<file path="src/rtl/multi_queue_fifo_pkg.sv">
// Shared defaults and a width helper for the multi-queue FIFO and its
// per-queue controller.
package multi_queue_fifo_pkg;

    localparam int DEFAULT_WIDTH      = 64;
    localparam int DEFAULT_NUM_QUEUES = 4;
    localparam int DEFAULT_DEPTH      = 8;

    // An occupancy counter must reach DEPTH itself, so it needs one bit more
    // than a pointer into the queue.
    function automatic int count_width(input int depth);
        return $clog2(depth) + 1;
    endfunction

endpackage

</file>
<file path="src/rtl/fifo_queue_ctrl.sv">
// Book-keeping for one queue: head/tail pointers, occupancy and the
// accept/flush decisions. Pointers wrap naturally at DEPTH (power of two).
module fifo_queue_ctrl
    import multi_queue_fifo_pkg::*;
#(
    parameter  int DEPTH     = DEFAULT_DEPTH,
    localparam int PTR_WIDTH = $clog2(DEPTH),
    localparam int CNT_WIDTH = count_width(DEPTH)
) (
    input  logic                 clk,
    input  logic                 reset,
    input  logic                 flush,
    input  logic                 enq,
    input  logic                 deq,
    output logic [PTR_WIDTH-1:0] head,
    output logic [PTR_WIDTH-1:0] tail,
    output logic [CNT_WIDTH-1:0] count,
    output logic                 enq_ok,
    output logic                 deq_ok
);

    // A flush swallows any colliding operation; otherwise full blocks
    // enqueue and empty blocks dequeue, judged on start-of-cycle count.
    assign enq_ok = enq && !flush && (count != CNT_WIDTH'(DEPTH));
    assign deq_ok = deq && !flush && (count != '0);

    // Pointer and occupancy update; reset and flush both empty the queue.
    always_ff @(posedge clk) begin
        // NOTE: state registers use non-blocking assignments so every
        // register samples the pre-edge values, matching real flip-flops.
        if (reset || flush) begin
            head  <= '0;
            tail  <= '0;
            count <= '0;
        end else begin
            if (enq_ok) tail <= tail + PTR_WIDTH'(1);
            if (deq_ok) head <= head + PTR_WIDTH'(1);
            count <= count + CNT_WIDTH'(enq_ok) - CNT_WIDTH'(deq_ok);
        end
    end

endmodule

</file>
<file path="src/rtl/multi_queue_fifo.sv">
// NUM_QUEUES independent FIFOs sharing one storage array, each queue owning
// DEPTH consecutive entries at address {queue, pointer}. Illegal operations
// are dropped and latched into sticky error flags.
module multi_queue_fifo
    import multi_queue_fifo_pkg::*;
#(
    parameter  int WIDTH                  = DEFAULT_WIDTH,
    parameter  int NUM_QUEUES             = DEFAULT_NUM_QUEUES,
    parameter  int DEPTH                  = DEFAULT_DEPTH,
    parameter  int ALMOST_FULL_THRESHOLD  = DEPTH,
    parameter  int ALMOST_EMPTY_THRESHOLD = 1,
    localparam int QID_WIDTH              = $clog2(NUM_QUEUES)
) (
    input  logic                  clk,
    input  logic                  reset,
    input  logic [NUM_QUEUES-1:0] flush_en,
    input  logic                  enqueue_en,
    input  logic [QID_WIDTH-1:0]  enqueue_queue,
    input  logic [WIDTH-1:0]      enqueue_value,
    input  logic                  dequeue_en,
    input  logic [QID_WIDTH-1:0]  dequeue_queue,
    output logic [WIDTH-1:0]      dequeue_value,
    output logic [NUM_QUEUES-1:0] full,
    output logic [NUM_QUEUES-1:0] almost_full,
    output logic [NUM_QUEUES-1:0] empty,
    output logic [NUM_QUEUES-1:0] almost_empty,
    output logic                  overflow_err,
    output logic                  underflow_err
);

    localparam int PTR_WIDTH  = $clog2(DEPTH);
    localparam int CNT_WIDTH  = count_width(DEPTH);
    localparam int ADDR_WIDTH = QID_WIDTH + PTR_WIDTH;

    logic [PTR_WIDTH-1:0]  head  [NUM_QUEUES];
    logic [PTR_WIDTH-1:0]  tail  [NUM_QUEUES];
    logic [CNT_WIDTH-1:0]  count [NUM_QUEUES];
    logic [NUM_QUEUES-1:0] enq_vec, deq_vec, enq_ok, deq_ok;

    // One controller per queue, plus the per-queue status flags.
    for (genvar g = 0; g < NUM_QUEUES; g++) begin : g_queue
        assign enq_vec[g] = enqueue_en && (enqueue_queue == QID_WIDTH'(g));
        assign deq_vec[g] = dequeue_en && (dequeue_queue == QID_WIDTH'(g));

        fifo_queue_ctrl #(.DEPTH(DEPTH)) u_ctrl (
            .clk    (clk),
            .reset  (reset),
            .flush  (flush_en[g]),
            .enq    (enq_vec[g]),
            .deq    (deq_vec[g]),
            .head   (head[g]),
            .tail   (tail[g]),
            .count  (count[g]),
            .enq_ok (enq_ok[g]),
            .deq_ok (deq_ok[g])
        );

        assign full[g]         = (count[g] == CNT_WIDTH'(DEPTH));
        assign empty[g]        = (count[g] == '0);
        assign almost_full[g]  = (count[g] >= CNT_WIDTH'(ALMOST_FULL_THRESHOLD));
        assign almost_empty[g] = (count[g] <= CNT_WIDTH'(ALMOST_EMPTY_THRESHOLD));
    end

    // A rejection is a request that was neither accepted nor flushed away.
    logic enq_accept, enq_reject, deq_reject;
    assign enq_accept = |enq_ok;
    assign enq_reject = |(enq_vec & ~flush_en & ~enq_ok);
    assign deq_reject = |(deq_vec & ~flush_en & ~deq_ok);

    // Select the write tail and read head of the addressed queues.
    logic [PTR_WIDTH-1:0] wr_ptr, rd_ptr;
    logic                 rd_valid;
    always_comb begin
        // NOTE: every output gets a default first so no path leaves it
        // unassigned, which would infer a latch.
        wr_ptr   = '0;
        rd_ptr   = '0;
        rd_valid = 1'b0;
        for (int q = 0; q < NUM_QUEUES; q++) begin
            if (enq_vec[q]) wr_ptr = tail[q];
            if (dequeue_queue == QID_WIDTH'(q)) begin
                rd_ptr   = head[q];
                rd_valid = (count[q] != '0);
            end
        end
    end

    logic [ADDR_WIDTH-1:0] wr_addr, rd_addr;
    assign wr_addr = {enqueue_queue, wr_ptr};
    assign rd_addr = {dequeue_queue, rd_ptr};

`ifdef VENDOR_ALTERA
    (* ramstyle = "MLAB, no_rw_check" *)
    logic [WIDTH-1:0] mem [NUM_QUEUES*DEPTH];
`elsif MEMORY_COMPILER
    (* mem_compiler = "1w1r_async_read" *)
    logic [WIDTH-1:0] mem [NUM_QUEUES*DEPTH];
`else
    logic [WIDTH-1:0] mem [NUM_QUEUES*DEPTH];
`endif

    // Storage write for accepted enqueues only.
    always_ff @(posedge clk) begin
        // NOTE: the array has no reset; stale entries are unreachable once
        // the counts are cleared, and leaving it unreset allows RAM mapping.
        if (enq_accept && !reset) mem[wr_addr] <= enqueue_value;
    end

    // Show-ahead read of the selected head; zero when that queue is empty.
    assign dequeue_value = rd_valid ? mem[rd_addr] : '0;

    // Sticky error flags, cleared only by reset.
    always_ff @(posedge clk) begin
        if (reset) begin
            overflow_err  <= 1'b0;
            underflow_err <= 1'b0;
        end else begin
            if (enq_reject) overflow_err  <= 1'b1;
            if (deq_reject) underflow_err <= 1'b1;
        end
    end

endmodule

</file>
<file path="config.mk">
export PLATFORM = sky130hd
export DESIGN_NAME = multi_queue_fifo
export DESIGN_NICKNAME = d
export VERILOG_FILES = /design/src/rtl/multi_queue_fifo_pkg.sv /design/src/rtl/fifo_queue_ctrl.sv /design/src/rtl/multi_queue_fifo.sv
export SDC_FILE = /design/constraint.sdc
export NUM_CORES = 2
export LEC_CHECK = 0
export ABC_AREA = 1
export CORE_ASPECT_RATIO = 0.75
export CORE_UTILIZATION = 55
export CTS_CLUSTER_DIAMETER = 150
export DETAILED_ROUTE_END_ITERATION = 8
export HOLD_SLACK_MARGIN = 0.15
export PLACE_DENSITY = 0.72
export REMOVE_ABC_BUFFERS = 1
export SYNTH_ARGS = -nofsm -noshare
export SYNTH_HDL_FRONTEND = slang
export SYNTH_SLANG_ARGS = --single-unit
export TNS_END_PERCENT = 100
</file>
<file path="constraint.sdc">
create_clock -name clk -period 8.2 [get_ports clk]
set_clock_uncertainty 0.15 [all_clocks]
set_input_delay 2.05 -clock clk [delete_from_list [all_inputs] [get_ports clk]]
set_output_delay 2.05 -clock clk [all_outputs]
set_load 0.01 [all_outputs]
</file>
* Word-level counts from Yosys, hierarchy flattened
Memory sizes are Yosys's and may differ from the RTL's.
Cells that the tools add are included.
** Cells by class
- $add $sub $neg :: 16
- $lt $le $gt $ge :: 8
- Eq/ne operators :: 14
- Mux-type cells :: 15
- Bitwise gates (word level) :: 7
- Reductions and logical operators :: 47
** Operator list (number)
- 2-to-1 mux 64 bit :: 1
- logical AND 1 bit :: 25
- adder 3 x 1 -> 3 bit (second input constant) :: 8
- 2-to-1 mux 3 bit :: 8
- adder 4 x 1 -> 4 bit :: 4
- AND 4 bit :: 4
- equality test 4 bit (second input constant) :: 4
- greater-or-equal comparator 4 bit (second input constant) :: 4
- <= comparator 4 x 1 -> 1 bit (second input constant) :: 4
- zero test 4 bit :: 4
- != test 4 bit (second input constant) :: 4
- nonzero test 4 bit :: 4
- subtractor 4 x 1 -> 4 bit :: 4
- NOT 4 bit :: 3
- OR reduction 4 bit :: 3
- equality test 2 bit (second input constant) :: 4
- 2-to-1 mux 1 bit :: 6
- zero test 1 bit :: 5
- equality test 2 x 1 -> 1 bit (second input constant) :: 2
- zero test 2 bit :: 2
- logical OR 1 bit :: 4
** Storage, ports and cells
- Flip-flop bits (word level) :: 42
- Bits in writable memories :: 2048
- Output and inout bits :: 82
- Word-level logic and storage cells :: 122
- Memories kept :: 1
** Memories
- mem :: words 32, bits a word 64, rd ports 1, clocked after Yosys merged registers in 0, wr ports 1, line multi_queue_fifo.sv:99 : logic [WIDTH-1:0] mem [NUM_QUEUES*DEPTH];

* Longest topological paths before layout
- Depth after elaboration :: 8
- Mapped depth :: 14

* Modules after synthesis
From an unflattened synthesis, not the netlist that was laid out.
** Second synthesis, totals
- Cells, all modules :: 7034
- Area, all modules :: 84454.7 sq um
** Modules (own cells, without submodules)
- multi_queue_fifo :: instances 1, cells each 6706, area each 81937.3 sq um, seq. area each 61539.0 sq um
- fifo_queue_ctrl :: instances 4, cells each 82, area each 629.4 sq um, seq. area each 200.2 sq um

* Least setup slack after synthesis
OpenSTA, ideal clock, no wires.
- Kind :: in2reg
- From :: input enqueue_queue[1]
- To :: memory mem[10][0] (netlist name) (enable)
- Data arrival time :: 5.952 ns
- Data required time :: 7.563 ns
- Setup slack :: 1.611 ns
- Cell stages on the path :: 7
- Buffers on the path :: 0
- Path through :: nor2_1 nand2_1 inv_1 nand3_1 a41oi_1 nand4_1 nor2_1
** Between the ends
- Longest elaborated chain between the ends :: 8
** Ends and longest elaborated chain
- start, declared :: line multi_queue_fifo.sv:18 : input logic [QID_WIDTH-1:0] enqueue_queue,
- equality test 2 x 1 -> 1 bit (tied with other cells) :: line multi_queue_fifo.sv:42 : assign enq_vec[g] = enqueue_en && (enqueue_queue == QID_WIDTH'(g));
- logical AND 1 bit :: line multi_queue_fifo.sv:42
- logical AND 1 bit (2 in a row) :: line fifo_queue_ctrl.sv:24 : assign enq_ok = enq && !flush && (count != CNT_WIDTH'(DEPTH));
- OR reduction 4 bit :: line multi_queue_fifo.sv:66 : assign enq_accept = |enq_ok;
- logical AND 1 bit :: line multi_queue_fifo.sv:106 : if (enq_accept && !reset) mem[wr_addr] <= enqueue_value;
- 2-to-1 mux 1 bit :: line multi_queue_fifo.sv:106
- 2-to-1 mux 1 bit (implied by the code) :: line multi_queue_fifo.sv:106
- end, declared :: line multi_queue_fifo.sv:99
Several ways; a longest one is shown, not always the timed one.

* Worst setup path in the final report
- From :: input dequeue_queue[0]
- To :: output dequeue_value[56]
** Between the ends
- Longest elaborated chain between the ends :: 7
** Ends and longest elaborated chain
- start, declared :: line multi_queue_fifo.sv:21 : input logic [QID_WIDTH-1:0] dequeue_queue,
- zero test 2 bit :: line multi_queue_fifo.sv:81 : if (dequeue_queue == QID_WIDTH'(q)) begin
- 2-to-1 mux 3 bit (4 in a row) :: line multi_queue_fifo.sv:81
- memory read (32 x 64 bit)
- 2-to-1 mux 64 bit * :: line multi_queue_fifo.sv:110 : assign dequeue_value = rd_valid ? mem[rd_addr] : '0;
- end, declared :: line multi_queue_fifo.sv:22 : output logic [WIDTH-1:0] dequeue_value,
Every way passes the cells marked *; elsewhere a longest branch is shown, timed or not.

==> flow_summary.toml <==
[logic_synthesis]
syn_inst = 6971
ys_seq_area_frac = 0.742
synth_warnings = 0
synth_edf_count = 2048
synth_cell_types = 35
synth.area.top_cells = "edfxtp_1 (73%), nand3_1 (11%), nand2_1 (9.7%)"
async_flop_share = 0
ys_seq_elements = 2090
synth_top_area_frac = 0.732
syn_area_um2 = 84100
synthFlopType = "edfxtp_1"
synth.avg_cell_area_um2 = 12.1
synth_area_leader_cell = "edfxtp_1"

[worst_setup_path]
cp-start-kind = "input port"
end_kind = "primary output"
worstPathRequired_ps = 6000
cp.arrival_ps = 5660
path_max_fanout = 65
critical_path_class = "input port to primary output"

[global_routing]
grt_use_total = 0.295
grt_max_degree = 111
antenna_found_initial = 9
first_global_vias = 53000
gr-total-overflow = 0
grt_pass1_wl_mm = 337

[timing]
fmax_ghz = 0.127
period_needed_ps = 7860
worst_slew_pin_slew_ps = 1140
finalCritPeriodShare = 0.959
maxSlewViolCount = 0
maxSlewHeadroom = 0.240
setup_viol = 0
hold_violations = 0
grt_setup_unrepaired = "no"

[drt]
post_drt_wl_per_cell_um = 24.7
wl_mm = 229
vias_per_cell = 6.06
vias = 56000
antenna_left = 0
drc = 1
drtPass1Iterations = 9
drt_iter0_markers = 7869

[finish]
num-nets-final = 7207
fin_area_um2 = 95100
final_util = 0.630
drive_gt1_frac = 0.0682
area_delta_synth_final_pct = 13.1

[clock_network]
clockBufferDepth = 3
ctsResizeCount = 0
clk_latency_ps = 830
htreeDepth = 4
numCtsBuffers = 191
cts_tree = "yes"
cts_hold_buf = 0
post_cts_buffers = 0
cts-root-buf = "clkbuf_16"
path_clk_slew_ps = 60
clock_sinks = 2090

[floorplan]
core_area_um2 = 151000
rows = 123
io_pins = 158
dieArea_um2 = 154000
die_h_um = 341
die-width_um = 453
start_util = 0.557

[run]
cap_violations = 0

[placement]
place_hpwl_mm = 112
gp_congestion = 0.818
io_buffer_count = 157
placed_area_um2 = 89000

[status]
failed_checks = "DRC"
status = "finished with violations"

[power_and_ir_drop]
p_leak_nw = 33.3
ir_worst_vdd_mv = 0.220
p_per_area_nw_per_um2 = 234

[worst_hold_path]
holdCritPathClass = "flip-flop to flip-flop"
[stage by stage]
step | power [mW] | TNS [ps] | std cells | worst slack [ps] | hold slack [ps]
CTS | 22.3 | 0 | 9240 | 358 | 338
global placement | 13.7 | 0 | 8898 | 359 | 318
floorplan | 13.5 | -905100 | 6543 | -14240 | 308
detailed placement | 13.7 | 0 | 8898 | 379 | 330
finish | 22.2 | 0 | 9244 | 338 | 340
global route | 22.8 | 0 | 9244 | 199 | 363
[placed cells by master (no fill, tap or decap), drive strengths merged]
master and count:
a221oi 1, o21ai 9, a41oi 3, nor2 134, a21oi 19, buf 198
xnor2 1, and3 1, ha 36, nand2 2185, bufinv 14, or2 1
a22o 1, clkbuf 253, a211oi 7, diode 4, clkinvlp 6, nor3 16
xor2 4, edfxtp 2048, nor4 2, nor3b 11, clkdlybuf4s50 157, nand3 1871
nand4 8, clkinv 63, fa 4, o21bai 1, dfxtp 42, inv 139
a21o 5
[per-layer routing]
| layer | vias to the layer above | global-route usage | share of wire |
|---|---|---|---|
| met5 | - | 0 | 0.00025 |
| met4 | 8 | 0.105 | 0.036 |
| met3 | 531 | 0.0514 | 0.11 |
| met2 | 3392 | 0.471 | 0.47 |
| met1 | 27100 | 0.411 | 0.38 |
| li1 | 24900 | - | - |
[cells in the mapped netlist, drive strengths merged, types with 3 or more instances]
cell	n
edfxtp	2048
nor3b	11
xor2	4
inv	133
nand4	8
nand2	2185
clkbuf	68
dfxtp	42
nor3	16
a21oi	19
a211oi	7
nand3	1871
fa	4
buf	360
a21o	5
nor2	134
o21ai	9
a41oi	3
ha	36
[final cells by class]
class | instances | area [µm²]
timing repair buffer | 355 | 4180
tap | 2000 | 2500
antenna | 4 | 10.0
inverter | 133 | 517
sequential | 2090 | 62300
clock inverter | 89 | 872
multi-input combinational | 4320 | 19500
fill | 11000 | 55800
clock buffer | 253 | 5160
[registers in the layout, summed over array words and instances, names as in the netlist]
| name | flops |
|---|---|
| overflow_err | 1 |
| g_queue.u_ctrl.tail | 12 |
| underflow_err | 1 |
| mem | 2048 |
| g_queue.u_ctrl.count | 16 |
| g_queue.u_ctrl.head | 12 |
[critical path, cell delays in order]
cell             delay [ps]
clkdlybuf4s50_1         550
nor2_4                  280
nand2_1                 100
nand2_2                 120
inv_2                    70
nand2_8                 370
buf_12                  330
buf_4                   250
nand2_1                  60
nand3_1                  60
nand3_1                  70
nand3_1                 110
nand2_1                  80
nor2_1                  310
buf_4                   210
clkdlybuf4s50_1         530
[worst paths after layout]
path	end	startpoint	slack, ps	cells past startpoint
min	g_queue[0].u_ctrl.head[0]$_SDFFE_PP0P_	g_queue[0].u_ctrl.head[0]$_SDFFE_PP0P_	340	2
min reg2reg	g_queue[0].u_ctrl.head[0]$_SDFFE_PP0P_	g_queue[0].u_ctrl.head[0]$_SDFFE_PP0P_	340	2
max reg2reg	mem[15][6]$_DFFE_PP_	g_queue[2].u_ctrl.count[2]$_SDFF_PP0_	3960	8
max	dequeue_value[56]	dequeue_queue[0]	340	16
[cells by family (layout without fill, tap and decap cells)]
kind of cell | count (synthesis) | count (layout) | share of synthesized area
other cells | 0 | 4 | 0
fa+ha+maj | 40 | 40 | 0.00631
xor+xnor | 5 | 5 | 0.000521
simple gates | 4229 | 4229 | 0.218
flops | 2090 | 2090 | 0.742
buf+inv | 561 | 830 | 0.0300
compound gates | 46 | 46 | 0.00335
[power breakdown]
group	switching, mW	total, mW	internal [mW]
sequential	0.00464	11.8	11.7
combinational	1.21	1.73	0.519
clock	3.87	8.73	4.86
total	5.08	22.2	17.1
Note: power is estimated with default switching activity, not from simulation.
